[src/rtl/bcd_seq_conv.sv]
// Iterative binary-to-BCD converter, one double-dabble step per clock.
// Define BCD_SAT_EN to clamp overflowed results to all nines.
module bcd_seq_conv #(
  parameter int BIN_W  = 8,
  parameter int DIGITS = 3
) (
  input  logic                  clk,
  input  logic                  rst_n,
  input  logic                  start,
  input  logic [BIN_W-1:0]      bin_in,
  output logic                  busy,
  output logic                  done,
  output logic [4*DIGITS-1:0]   bcd_out,
  output logic                  ovf
);

  localparam int BW = 4 * DIGITS;
  localparam int CW = (BIN_W > 1) ? $clog2(BIN_W) : 1;

  typedef enum logic [1:0] {
    S_IDLE,
    S_CONV,
    S_DONE
  } state_t;

  state_t           r_state;
  logic [CW-1:0]    r_cnt;
  logic [BIN_W-1:0] r_shift;
  logic [BW-1:0]    r_bcd;
  logic             r_ovf;

  logic [BW-1:0]    w_adj;
  logic [BW-1:0]    w_nxt;
  logic             w_ovf_nxt;
  logic             w_last;
  logic [BW-1:0]    w_res;

  always_comb begin
    w_adj = r_bcd;
    for (int i = 0; i < DIGITS; i++) begin
      if (r_bcd[4*i +: 4] >= 4'd5) begin
        w_adj[4*i +: 4] = r_bcd[4*i +: 4] + 4'd3;
      end
    end
  end

  // The top adjusted bit falls off the end: that is the overflow.
  assign w_nxt     = {w_adj[BW-2:0], r_shift[BIN_W-1]};
  assign w_ovf_nxt = r_ovf | w_adj[BW-1];
  assign w_last    = (r_cnt == CW'(BIN_W - 1));

`ifdef BCD_SAT_EN
  assign w_res = w_ovf_nxt ? {DIGITS{4'h9}} : w_nxt;
`else
  assign w_res = w_nxt;
`endif

  always_ff @(posedge clk or negedge rst_n) begin
    if (!rst_n) begin
      r_state <= S_IDLE;
      r_cnt   <= '0;
      r_shift <= '0;
      r_bcd   <= '0;
      r_ovf   <= 1'b0;
      busy    <= 1'b0;
      done    <= 1'b0;
      bcd_out <= '0;
      ovf     <= 1'b0;
    end else begin
      unique case (r_state)
        S_IDLE: begin
          done <= 1'b0;
          if (start) begin
            r_shift <= bin_in;
            r_bcd   <= '0;
            r_ovf   <= 1'b0;
            r_cnt   <= '0;
            busy    <= 1'b1;
            r_state <= S_CONV;
          end
        end
        S_CONV: begin
          r_bcd   <= w_nxt;
          r_shift <= {r_shift[BIN_W-2:0], 1'b0};
          r_ovf   <= w_ovf_nxt;
          r_cnt   <= r_cnt + CW'(1);
          if (w_last) begin
            busy    <= 1'b0;
            done    <= 1'b1;
            bcd_out <= w_res;
            ovf     <= w_ovf_nxt;
            r_state <= S_DONE;
          end
        end
        S_DONE: begin
          done    <= 1'b0;
          r_state <= S_IDLE;
        end
        default: begin
          busy    <= 1'b0;
          done    <= 1'b0;
          r_state <= S_IDLE;
        end
      endcase
    end
  end

endmodule

[config.mk]
export PLATFORM = sky130hd
export DESIGN_NAME = bcd_seq_conv
export DESIGN_NICKNAME = d
export VERILOG_FILES = /design/src/rtl/bcd_seq_conv.sv
export SDC_FILE = /design/constraint.sdc
export NUM_CORES = 1
export LEC_CHECK = 0
export ABC_AREA = 1
export BUFFER_PORTS_ARGS = -buffer_cell sky130_fd_sc_hd__buf_2
export CORE_MARGIN = 2
export CORE_UTILIZATION = 50
export DETAILED_ROUTE_END_ITERATION = 6
export GPL_TIMING_DRIVEN = 0
export PLACE_DENSITY = 0.7
export SLEW_MARGIN = 0
export SYNTH_ARGS = -nofsm -noshare
export SYNTH_HDL_FRONTEND = slang
export SYNTH_SLANG_ARGS = --single-unit
[constraint.sdc]
create_clock -name clk -period 1.9 [get_ports clk]
set_input_delay 0.095 -clock clk [delete_from_list [all_inputs] [get_ports clk]]
set_output_delay 0.095 -clock clk [all_outputs]
set_load 0.03 [all_outputs]
==> flow_metrics.py <==
metrics = {
    "run_status": {
        "outcome": "finished, final reports clean",
    },
    "floorplan": {
        "initial_utilization_pct": 51.3,
        "die_h_um": 67.8,
        "num_rows": 23,
        "top_level_ports": 26,
        "dieArea_um2": 4600,
        "die_w_um": 67.8,
        "core_um2": 3970,
    },
    "sta": {
        "max_freq_mhz": 674,
        "skew_ns": 0.00357,
        "setup_viol": 0,
        "tightest_slew_ns": 0.909,
        "slew_headroom_pct": 39.4,
        "period_share_pct": 78.1,
        "hold_viol": 0,
        "min_period_ns": 1.48,
        "finalSetupTns_ns": 0,
        "drv_slew": 0,
        "rsz0062_at_grt": "no",
    },
    "worst_setup_path": {
        "worstReg2RegStart": "r_cnt[0]",
        "setup.worst_path.end": "bcd_out[1]",
        "rr_worst_depth": 8,
        "critPathMaxFanout": 10,
        "start_kind": "flop",
        "cpMaxStageDelayCell": "dfrtp_1",
        "cp-end-kind": "flop",
        "arrival_ns": 1.72,
        "required_ns": 2.13,
        "crit_path_cell_trace": "ha_1, ha_1, inv_1, nor2_8, inv_4, buf_6, nand2_1, nand2_1",
        "critical-path-top-delay-family": "adder cells",
        "path_class": "reg2reg",
        "critPathMaxStageDelay_ns": 0.40,
        "path_buf_inv": 3,
        "timing.rr.end": "bcd_out[1]",
        "critical_path.startpoint": "r_cnt[0]",
        "r2r_slack_ns": 0.42,
        "cp_num_cells": 8,
    },
    "synth": {
        "yosysWarningCount": 0,
        "synth_edf_count": 0,
        "ys_types": 26,
        "synthTopCellsByArea": "dfrtp_1 (50%), nand2_1 (12%), nand3_1 (6.1%), inv_1 (5.0%), ha_1 (4.9%)",
        "yosys.cell_count.top_type": "nand2_1",
        "synth-main-ff-cell": "dfrtp_1",
        "ys_seq_area_share_pct": 50.3,
        "synth_area_um2": 2040,
        "yosysTopAreaCellShare_pct": 50.3,
        "ys_async_sr_fraction_pct": 100,
        "synthCells": 228,
        "yosysTopAreaCell": "dfrtp_1",
        "synthesis.nets": 247,
        "yosys-top-cells-count": "nand2_1 (67), dfrtp_1 (41), inv_1 (27)",
        "synth_seq_cells": 41,
        "syn_avg_cell_area_um2": 8.94,
    },
    "grt": {
        "grt_overflow_total": 0,
        "grt_start_max_net_pins": 42,
        "antenna_found_initial": 0,
        "grt_pass1_vias": 1513,
        "grt_pass1_wl_um": 6890,
        "gr-usage-all-layers_pct": 20.7,
    },
    "clock_tree": {
        "cts_tree": "yes",
        "cts.repair.resized": 0,
        "cts_root_buf": "clkbuf_8",
        "numCtsBuffers": 5,
        "htree_levels": 2,
        "holdBufCountCts": 1,
        "clk_pin_slew_ns": 0.07,
        "clk_path_buf_depth": 2,
        "insertion_delay_ns": 0.29,
        "post-cts-setup-buffer-count": 0,
        "cts.sink_count": 41,
    },
    "power_and_ir_drop": {
        "power_mw": 4.26,
        "cellPowerDensity_nw_per_um2": 1830,
        "peakVddDrop_uv": 727,
        "leakage_nw": 1.25,
    },
    "layout": {
        "diodes": 0,
        "syn2layout_area_growth_pct": 13.9,
        "final_nets": 280,
        "layout-drive-gt1-share_pct": 18.8,
        "final.fill_count": 369,
    },
    "place": {
        "gp_congestion": 0.793,
        "hpwl_um": 2750,
        "io_buffers": 25,
    },
    "routing": {
        "via_per_inst": 5.06,
        "wire_per_inst_um": 12.8,
        "drc": 0,
        "finalWirelength_um": 3970,
        "first_pass_iters": 4,
        "ant_nets": 0,
        "drt-initial-drc-count": 92,
        "num_vias": 1573,
    },
    "hold_path": {
        "hold_path_depth": 3,
        "min-delay-path-class": "in2reg",
    },
    "job": {
        "max_cap_violations": 0,
    },
}
## registers in the layout, indices dropped and copies added, names as in the netlist
name     cells
r_cnt        3
ovf          1
r_shift      8
bcd_out     12
done         1
r_state      2
busy         1
r_ovf        1
r_bcd       12
## power by group
part	total, mW	internal [mW]	switching [mW]
registers	1.52	1.28	0.241
logic	2.16	0.788	1.37
clock network	0.579	0.288	0.290
total	4.26	2.35	1.91
## stage by stage
stage | hold slack [ns] | util, % | std cells | cell area (µm²) | setup slack [ns]
floorplan | -0.201 | - | 228 | 2040 | 0.568
detailed placement | 0.295 | 56.0 | 303 | 2230 | 0.428
global route | 0.0750 | 58.5 | 311 | 2320 | 0.313
global placement | 0.290 | 56.0 | 303 | 2230 | 0.434
finish | 0.0568 | 58.5 | 311 | 2320 | 0.416
CTS | 0.0542 | 58.5 | 311 | 2320 | 0.405
## per-layer routing
metal | vias to the layer above | wire (µm) | track usage (%)
met5 | - | 0 | 0
met4 | 0 | 58 | 6.00
met3 | 8 | 181 | 6.41
met2 | 26 | 1820 | 32.8
met1 | 736 | 1910 | 27.5
li1 | 803 | - | -
## area by class of cell
class,count,area (µm²),area share (%)
tap,50,62.6,2.69
buffer,7,87.6,3.77
clock buffer,7,86.3,3.72
inverter,31,126,5.44
sequential,41,1030,44.2
timing repair buffer,26,135,5.82
multi-input combinational,149,798,34.4
## how the worst min path moves through the flow
stage / from / end / slack, ns
2_1_floorplan: rst_n / bcd_out[0] / -0.20
3_3_place_gp: rst_n / r_bcd[1] / 0.29
3_5_place_dp: rst_n / r_bcd[1] / 0.29
4_1_cts: bin_in[1] / r_shift[1] / 0.05
5_1_grt: bin_in[1] / r_shift[1] / 0.08
6_report: bin_in[1] / r_shift[1] / 0.06
## kinds of logic (layout without fill, tap and decap cells)
group                      Yosys count  after routing  synth area share (%)
adders and majority gates            8              8                  4.91
DFF                                 41             41                  50.3
buffers and inverters               38             71                  10.5
and+or+nand+nor                    100            100                  21.2
AOI/OAI and AO/OA                   41             41                  13.0
## worst register-to-register path: stages, from the launching register on
cell and delay, ns:
dfrtp_1 0.40, ha_1 0.21, ha_1 0.21, inv_1 0.17, nor2_8 0.07, inv_4 0.09, buf_6 0.15, nand2_1 0.06
nand2_1 0.06
## cell usage in the layout, fill, tap and decap left out, drive strengths merged
cell / count
o221ai: 1
o211ai: 8
nand3: 25
inv: 30
a22o: 2
dfrtp: 41
clkinv: 1
nand2: 69
ha: 8
o22ai: 4
a21oi: 6
buf: 32
dlygate4sd3: 1
o21ai: 20
nor2: 6
clkbuf: 7
(Power assumes the default switching activity.)
